`config.mk`:
```
export PLATFORM = sky130hd
export DESIGN_NAME = mem_arbiter
export DESIGN_NICKNAME = d
export VERILOG_FILES = /design/src/rtl/mem_arbiter.sv
export SDC_FILE = /design/constraint.sdc
export NUM_CORES = 1
export LEC_CHECK = 0
export CAP_MARGIN = 20
export CORE_MARGIN = 3
export CORE_UTILIZATION = 61
export CTS_BUF_LIST = sky130_fd_sc_hd__clkbuf_4 sky130_fd_sc_hd__clkbuf_8
export DETAILED_ROUTE_END_ITERATION = 8
export DONT_BUFFER_PORTS = 1
export PLACE_DENSITY = 0.76
export SYNTH_ARGS = -nofsm -noshare
export SYNTH_HDL_FRONTEND = slang
export SYNTH_SLANG_ARGS = --single-unit
```
`constraint.sdc`:
```
create_clock -name clk_in -period 5.6 [get_ports clk_in]
set_clock_uncertainty 0.2 [all_clocks]
set_input_delay 1.12 -clock clk_in [delete_from_list [all_inputs] [get_ports clk_in]]
set_output_delay 1.12 -clock clk_in [all_outputs]
set_load 0.1 [all_outputs]
```
`src/rtl/mem_arbiter.sv`:
```
// Arbitrates N_CH requesters onto a byte-wide memory port; byte/half/word moved one byte per cycle.
// Latency: done pulses n+1 cycles (write) or n+2 cycles (read) after the request is sampled, n = 1/2/4.
// Backpressure: rdy_in low freezes all state; IO-region writes retry in place while io_buffer_full is high.
module mem_arbiter #(
   parameter int N_CH    = 2,
   parameter int RR_MODE = 0
) (
   input  logic                 clk_in,
   input  logic                 rst_in,
   input  logic                 rdy_in,
   input  logic [N_CH-1:0]      req_valid,
   input  logic [N_CH-1:0]      req_wr,
   input  logic [32*N_CH-1:0]   req_addr,
   input  logic [2*N_CH-1:0]    req_size,
   input  logic [32*N_CH-1:0]   req_wdata,
   input  logic [N_CH-1:0]      flush,
   output logic [N_CH-1:0]      done,
   output logic [31:0]          rdata,
   output logic                 busy,
   output logic [2:0]           grant_id,
   input  logic [7:0]           mem_din,
   output logic [7:0]           mem_dout,
   output logic [31:0]          mem_a,
   output logic                 mem_wr,
   input  logic                 io_buffer_full
);

   typedef enum logic [1:0] {IDLE = 2'd0, XFER = 2'd1, WAIT = 2'd2} state_t;

   state_t          state, state_nxt;
   logic [2:0]      ch_q, last_grant;
   logic [31:0]     addr_q, wdata_q, rd_acc;
   logic [1:0]      size_q, idx_q, last_idx;
   logic            wr_q;

   logic [N_CH-1:0] eligible, ch_mask, elig_sh;
   logic            win_found;
   logic [2:0]      win_ch;
   int              cand;
   logic [31:0]     win_addr, win_wdata;
   logic [1:0]      win_size;
   logic            win_wr;
   logic [31:0]     cur_addr;
   logic            stall, abort, last_byte;

   function automatic logic [7:0] byte_of(input logic [31:0] w, input logic [1:0] k);
      case (k)
         2'd0:    byte_of = w[7:0];
         2'd1:    byte_of = w[15:8];
         2'd2:    byte_of = w[23:16];
         default: byte_of = w[31:24];
      endcase
   endfunction

   function automatic logic [31:0] put_byte(input logic [31:0] w, input logic [1:0] k,
                                            input logic [7:0] b);
      put_byte = w;
      case (k)
         2'd0:    put_byte[7:0]   = b;
         2'd1:    put_byte[15:8]  = b;
         2'd2:    put_byte[23:16] = b;
         default: put_byte[31:24] = b;
      endcase
   endfunction

   // A channel showing done this cycle sits out so it cannot be re-granted back to back.
   assign eligible  = req_valid & ~flush & ~done;
   assign ch_mask   = N_CH'(1) << ch_q;
   assign last_idx  = (size_q == 2'd0) ? 2'd0 : (size_q == 2'd1) ? 2'd1 : 2'd3;
   assign last_byte = (idx_q == last_idx);
   assign cur_addr  = addr_q + {30'd0, idx_q};
   assign stall     = (state == XFER) && wr_q && (cur_addr[17:16] == 2'b11) && io_buffer_full;
   assign abort     = ((state == XFER) || (state == WAIT)) && !wr_q && (|(flush & ch_mask));

   // Winner search: upward from channel 0, or upward from the channel after the last grant.
   always_comb begin
      win_found = 1'b0;
      win_ch    = 3'd0;
      cand      = 0;
      elig_sh   = '0;
      for (int i = 0; i < N_CH; i++) begin
         if (RR_MODE != 0) cand = (int'(last_grant) + 1 + i) % N_CH;
         else              cand = i;
         elig_sh = eligible >> cand;
         if (!win_found && elig_sh[0]) begin
            win_found = 1'b1;
            win_ch    = 3'(cand);
         end
      end
   end

   // Select the winning channel's request fields.
   always_comb begin
      win_addr  = '0;
      win_wdata = '0;
      win_size  = '0;
      win_wr    = 1'b0;
      for (int i = 0; i < N_CH; i++) begin
         if (win_ch == 3'(i)) begin
            win_addr  = req_addr[32*i +: 32];
            win_wdata = req_wdata[32*i +: 32];
            win_size  = req_size[2*i +: 2];
            win_wr    = req_wr[i];
         end
      end
   end

   // Next-state logic: reads take one extra WAIT cycle to catch the final memory byte.
   always_comb begin
      state_nxt = state;
      case (state)
         IDLE:    if (win_found) state_nxt = XFER;
         XFER: begin
            if (abort)                      state_nxt = IDLE;
            else if (!stall && last_byte)   state_nxt = wr_q ? IDLE : WAIT;
         end
         WAIT:    state_nxt = IDLE;
         default: state_nxt = IDLE;
      endcase
   end

   // State register; rdy_in low holds the machine exactly where it is.
   always_ff @(posedge clk_in or posedge rst_in) begin
      if (rst_in)      state <= IDLE;
      else if (rdy_in) state <= state_nxt;
   end

   // Request latch, byte index, read assembly and completion pulse.
   always_ff @(posedge clk_in or posedge rst_in) begin
      if (rst_in) begin
         ch_q       <= 3'd0;
         last_grant <= 3'(N_CH - 1);
         addr_q     <= '0;
         wdata_q    <= '0;
         size_q     <= '0;
         wr_q       <= 1'b0;
         idx_q      <= '0;
         rd_acc     <= '0;
         rdata      <= '0;
         done       <= '0;
      end else if (rdy_in) begin
         done <= '0;
         case (state)
            IDLE: begin
               if (win_found) begin
                  ch_q       <= win_ch;
                  last_grant <= win_ch;
                  addr_q     <= win_addr;
                  wdata_q    <= win_wdata;
                  size_q     <= win_size;
                  wr_q       <= win_wr;
                  idx_q      <= 2'd0;
                  rd_acc     <= '0;
               end
            end
            XFER: begin
               if (!abort) begin
                  // mem_din now carries the byte addressed in the previous cycle.
                  if (!wr_q && (idx_q != 2'd0)) rd_acc <= put_byte(rd_acc, idx_q - 2'd1, mem_din);
                  if (!stall) begin
                     idx_q <= idx_q + 2'd1;
                     if (last_byte && wr_q) done <= ch_mask;
                  end
               end
            end
            WAIT: begin
               // rdata only changes on a completed read, so a flushed read leaves it intact.
               if (!abort) begin
                  rdata <= put_byte(rd_acc, last_idx, mem_din);
                  done  <= ch_mask;
               end
            end
            default: ;
         endcase
      end
   end

   assign busy     = (state != IDLE);
   assign grant_id = ch_q;
   assign mem_a    = (state == XFER) ? cur_addr : 32'd0;
   assign mem_wr   = (state == XFER) && wr_q && !stall && rdy_in;
   assign mem_dout = ((state == XFER) && wr_q) ? byte_of(wdata_q, idx_q) : 8'h00;

endmodule

```
==> metrics.md, run 1 <==
| Metric | Value |
|---|---|
| EDFF count, synth | 0 |
| Slew @ Worst Pin | 1180 ps |
| Hold Vio Cnt, Final | 0 |
| PortBufs | 0 |
| Max transition margin | 0.211 |
| R2R depth | 6 |
| Die area | 0.0134 mm² |
| Resized Gates After CTS | 0 |
| Drt pass-1 iters | 5 |
| Critical R2R Capture | wdata_q[0] |
| Mean post-synth cell area | 9.93 µm² |
| DRC viols | 0 |
| # IOs | 229 |
| Distinct cells, synth | 52 |
| P&R area growth vs syn | 9.00% |
| CP endpoint kind | output pin |
| Min-Delay Path Class | flip-flop to flip-flop |
| CTS Sinks | 138 |
| Overflow after GRT | 0 |
| RSZ-0062 raised after global routing | false |
| FP Rows | 39 |
| Seq/Total Area, Yosys | 0.470 |
| Reg-to-reg slack, setup | 2030 ps |
| Post-synth top flop | dfrtp_1 |
| Die outline width | 116 µm |
| CTS Hold Bufs | 0 |
| Fmax | 210 MHz |
| Crit share post-route | 0.852 |
| Sequence of cells on the critical path | ha_1 > a21oi_1 > or3b_2 > o31a_1 > o211ai_4 > and4_1 |
| Detail Route Antenna Nets | 0 |
| CP startpoint kind | flip-flop |
| Max-cap viol count | 0 |
| Placer's final routability congestion estimate | 0.898 |
| Period minus WS final | around 4800 ps |
| Worst Path Arrival | 3450 ps |
| FF+latch count, synth | 138 |
| Critical path type | flip-flop to output pin |
| Total detailed-routing wirelength | 17.0 mm |
| Via count | 5416 |
| R2r startpoint | done[1] |
| Slowest library cell on the worst path | and4_1 |
| WP data required | 4280 ps |
| Clock Latency Late Sink | approximately 440 ps |
| Number of H-tree levels | 4 |
| Share of cells above drive strength 1 | 0.158 |
| FILL cells | 883 |
| Max-slew violations | 0 |
| Initial antenna violation count | 1 |
| Asr flop ratio synth | 1.00 |
| Hpwl dp | around 12 mm |
| First-pass GRT wire length | between 20 and 30 mm |
| Via/cell ratio | approximately 6.1 |
| CTS tree | done |
| Crit Path Max Fanout | 10 |
| Clock slew seen by the registers of the worst setup and hold paths | 70 ps |
| Setup Buffers After CTS | 0 |
| Largest net degree at the start of global routing | 92 |
| Critical path origin | idx_q[1] |
| Synth warnings | 0 |
| Die Span Y | 116 µm |
| Synthesized area | roughly 0.0074 mm² |
| Status | completed |
| Initial Utilization | 0.633 |
| Root buffer selected by CTS | clkbuf_8 |
| Cells after synthesis | 740 |
| Layout Nets | 895 |
| Routed WL per cell | 19.1 µm |
| Post-route setup TNS | 0 ps |
| Cts bufs inserted | 17 |
| Total GRT Usage | 0.254 |
| Critical path capture point | mem_wr |
| DR iter-0 viols | about 400 |
| CP peak stage delay | 880 ps |
| Final setup viols | 0 |
| Core outline area | 0.0116 mm² |
| Clk buf depth | 2 |
| Vias in the first global route | 5310 |
layout by cell type, fill, tap and decap left out, types with 9 or more instances in the layout:
master    count
xnor2_1      16
nor2_1      107
nand4_1       9
buf_4        19
a21oi_1     101
ha_1         10
nand2_1      20
nand3_1      11
nor2b_1      10
dfrtp_1     138
mux2_2       33
mux2i_1      92
and2_1       32
inv_1        13
clkbuf_8     19
registers in the layout (all words and copies together), names as in the netlist:
name / flops
addr_q: 32
rd_acc: 32
rdata: 32
wdata_q: 32
done: 2
idx_q: 2
size_q: 2
state: 2
grant_id: 1
wr_q: 1
stage by stage:
step / setup WS [ps] / hold slack, ps / instance area, µm² / utilization / instances
floorplan: 403 / 264 / 7350 / - / 741
global placement: 1350 / 282 / 7570 / 0.652 / 855
detailed placement: 1300 / 286 / 7570 / 0.652 / 855
CTS: 802 / 308 / 7960 / 0.685 / 887
global route: 689 / 329 / 8010 / 0.690 / 891
finish: 827 / 302 / 8010 / 0.690 / 891
logic make-up after synthesis:
kind of cell             synth area share
multiplexers                        0.176
other                            0.000510
buffers and inverters              0.0342
XOR/XNOR                           0.0286
adder cells (fa/ha/maj)            0.0197
AO/OA/AOI/OAI                       0.114
AND/OR/NAND/NOR                     0.157
flip-flops                          0.470
worst max-delay path, delay by kind of cell, from the launching register on:
kind / cells / cell delay, ps
simple gates: 2 / 1410
fa+ha+maj: 1 / 340
compound gates: 3 / 750
flops: 1 / 510
routing by layer:
layer / vias to the layer above / track usage / routed length, µm
li1: 2572 / - / -
met1: 2599 / 0.331 / 7290
met2: 209 / 0.408 / 8220
met3: 36 / 0.0621 / 1140
met4: 0 / 0.107 / 387
met5: - / 0 / 0
final cells by class:
cell class,instances,area (µm²),area share
Antenna cell,1,2.50,0.000312
Clock buffer,19,262,0.0326
Clock inverter,13,119,0.0148
Inverter,14,57.6,0.00718
Multi-Input combinational cell,540,3720,0.465
Sequential cell,138,3450,0.431
Tap cell,143,179,0.0223
Timing Repair Buffer,23,218,0.0272
cells in the mapped netlist, types with 2 or more instances:
| library cell | n | area (µm²) |
|---|---|---|
| and4_1 | 3 | 26.3 |
| a21oi_1 | 101 | 505 |
| nand3b_1 | 2 | 15.0 |
| inv_1 | 14 | 52.6 |
| ha_1 | 10 | 125 |
| buf_2 | 6 | 30.0 |
| clkbuf_1 | 34 | 128 |
| nor3b_1 | 2 | 15.0 |
| buf_1 | 7 | 26.3 |
| a21oi_2 | 3 | 26.3 |
| and3_1 | 2 | 12.5 |
| buf_4 | 2 | 15.0 |
| nor2b_1 | 13 | 81.3 |
| mux2i_1 | 92 | 921 |
| a21boi_1 | 4 | 30.0 |
| nand3_1 | 11 | 55.1 |
| a222oi_1 | 8 | 80.1 |
| and2_1 | 32 | 200 |
| nor2_1 | 117 | 439 |
| xor2_1 | 8 | 70.1 |
| dfrtp_1 | 138 | 3450 |
| nand4_1 | 9 | 56.3 |
| mux2_2 | 33 | 372 |
| a22o_1 | 2 | 17.5 |
| or3_1 | 7 | 43.8 |
| a21boi_0 | 3 | 22.5 |
| o21ai_0 | 7 | 35.0 |
| nand2b_1 | 3 | 18.8 |
| nand2_1 | 20 | 75.1 |
| nor3_1 | 8 | 40.0 |
| xnor2_1 | 16 | 140 |
| a31oi_1 | 2 | 12.5 |
| o31ai_1 | 2 | 15.0 |
how the worst min path moves through the flow:
stage | cells after the start | to | slack [ps] | startpoint
global placement | 1 | rd_acc[25] | 280 | rd_acc[25]
finish | 1 | rd_acc[26] | 300 | rd_acc[26]
detailed placement | 1 | rd_acc[26] | 290 | rd_acc[26]
floorplan | 1 | rd_acc[24] | 260 | rd_acc[24]
CTS | 1 | rd_acc[30] | 310 | rd_acc[30]
global route | 1 | rd_acc[18] | 330 | rd_acc[18]
Power of run 1 is left out: the tool's default activity adds up to more than one toggle a clock period on the data nets, which glitch-free logic cannot reach.
==> run 2, diff against run 1 <==
- CELL_PAD_IN_SITES_DETAIL_PLACEMENT: default -> 0
- CELL_PAD_IN_SITES_GLOBAL_PLACEMENT: default -> 1
- CORE_ASPECT_RATIO: default -> 1.25
- CORE_UTILIZATION: 61 -> 50
- PLACE_DENSITY: 0.76 -> 0.82
==> run 2 against run 1 <==
Sequential share of layout area about the same. Sequential cell count unchanged. Final cell count increased by 2.7%. Clock-buffer cell count decreased by 2. Fmax increased by 0.93%. Final area about the same. Critical endpoint is now mem_a[19].
==> metrics.md, run 2 (same netlist as run 1, synthesis figures left out) <==
| Metric | Value |
|---|---|
| Status | completed |
| Clock Latency Late Sink | 450 ps |
| Layout Nets | just under 900 |
| Slowest library cell on the worst path | and2_1 |
| Min-Delay Path Class | flip-flop to flip-flop |
| Overflow after GRT | 0 |
| Setup Buffers After CTS | 0 |
| DRC viols | 0 |
| P&R area growth vs syn | 9.09% |
| Crit Path Max Fanout | 11 |
| R2R depth | 6 |
| Reg-to-reg slack, setup | 2280 ps |
| Commonest non-fill, non-tap cells in the layout | dfrtp_1, nor2_1, a21oi_1 |
| Most common cell after layout, fill and taps aside | dfrtp_1 |
| Sequence of cells on the critical path | ha_1 > a21oi_1 > or3b_2 > or3_1 > xnor2_1 > and2_1 |
| Fmax | 211 MHz |
| Clock slew seen by the registers of the worst setup and hold paths | approximately 90 ps |
| CP startpoint kind | flip-flop |
| CP peak stage delay | 780 ps |
| Die area | 0.0162 mm² |
| Die outline width | between 100 and 150 µm |
| Total GRT Usage | 0.215 |
| Clk buf depth | 2 |
| Resized Gates After CTS | 0 |
| FP Rows | 48 |
| CTS tree | done |
| Critical path capture point | mem_a[19] |
| Crit share post-route | 0.844 |
| Hold Vio Cnt, Final | 0 |
| Buf/Inv on CP | 0 |
| CTS Sinks | about 140 |
| CP endpoint kind | output pin |
| RSZ-0062 raised after global routing | false |
| CTS Hold Bufs | 0 |
| Share of cells above drive strength 1 | 0.150 |
| Largest net degree at the start of global routing | 103 |
| Placed cell area | 0.00756 mm² |
| Slew @ Worst Pin | 1180 ps |
| Die Span Y | 142 µm |
| Post-Layout Cell Count | 915 |
| PortBufs | 0 |
| Via count | 5350 |
| Detail Route Antenna Nets | 0 |
| Core outline area | around 0.014 mm² |
| Initial antenna violation count | 0 |
| Cts bufs inserted | 17 |
| Hpwl dp | about 13 mm |
| Critical path depth | 6 |
| Max transition margin | 0.209 |
| Critical R2R Capture | rd_acc[11] |
| Root buffer selected by CTS | clkbuf_8 |
| Total detailed-routing wirelength | 17.5 mm |
| Routed WL per cell | 19.2 µm |
| Worst Path Arrival | 3410 ps |
| Dpl cells | a little under 900 |
| Number of H-tree levels | 4 |
| Delay-heaviest family, CP | simple AND/OR/NAND/NOR gates |
| Max-slew violations | 0 |
| Fin area | 0.00802 mm² |
| Post-route setup TNS | 0 ps |
| Vias in the first global route | 5335 |
| Critical path origin | idx_q[1] |
| # IOs | 229 |
| N_diodes | 0 |
| Placer's final routability congestion estimate | 0.871 |
| Final setup viols | 0 |
| Max-cap viol count | 0 |
| Period minus WS final | around 4700 ps |
| R2r startpoint | grant_id[0] |
| Via/cell ratio | 5.85 |
| DR iter-0 viols | 350 |
| Critical path type | flip-flop to output pin |
| Drt pass-1 iters | 8 |
| WP data required | 4280 ps |
| Initial Utilization | 0.521 |
| First-pass GRT wire length | 27.5 mm |
## run 2: final cells by class
class                      count  area (µm²)
timing repair buffer          16         140
tap                          175         219
clock inverter                15         193
clock buffer                  17         234
fill                        1270        6090
sequential                   138        3450
inverter                      14        57.6
multi-input combinational    540        3720
## run 2: routing by layer
layer,vias to the layer above,GRT usage,part of all wire
li1,2553,-,-
met5,-,0,0
met2,209,0.363,0.51
met3,15,0.0495,0.073
met4,0,0.0713,0.015
met1,2573,0.271,0.40
## run 2: worst min path at each step
| stage | from | end | slack, ps | depth (start not counted) |
|---|---|---|---|---|
| final | rd_acc[27] | rd_acc[27] | 310 | 1 |
| after global routing | rd_acc[25] | rd_acc[25] | 320 | 1 |
| after CTS | rd_acc[27] | rd_acc[27] | 310 | 1 |
| after detailed placement | rd_acc[25] | rd_acc[25] | 280 | 1 |
| after global placement | rd_acc[24] | rd_acc[24] | 290 | 1 |
| after floorplan | rd_acc[24] | rd_acc[24] | 260 | 1 |
## run 2: metrics by stage
| step | worst slack [ps] | utilization | hold WS, ps |
|---|---|---|---|
| after floorplan | 403 | - | 264 |
| after global placement | 1390 | 0.536 | 285 |
| after detailed placement | 1360 | 0.536 | 284 |
| after CTS | 839 | 0.566 | 310 |
| after global routing | 686 | 0.568 | 321 |
| final | 871 | 0.568 | 314 |
Power of run 2 is left out for the same reason.
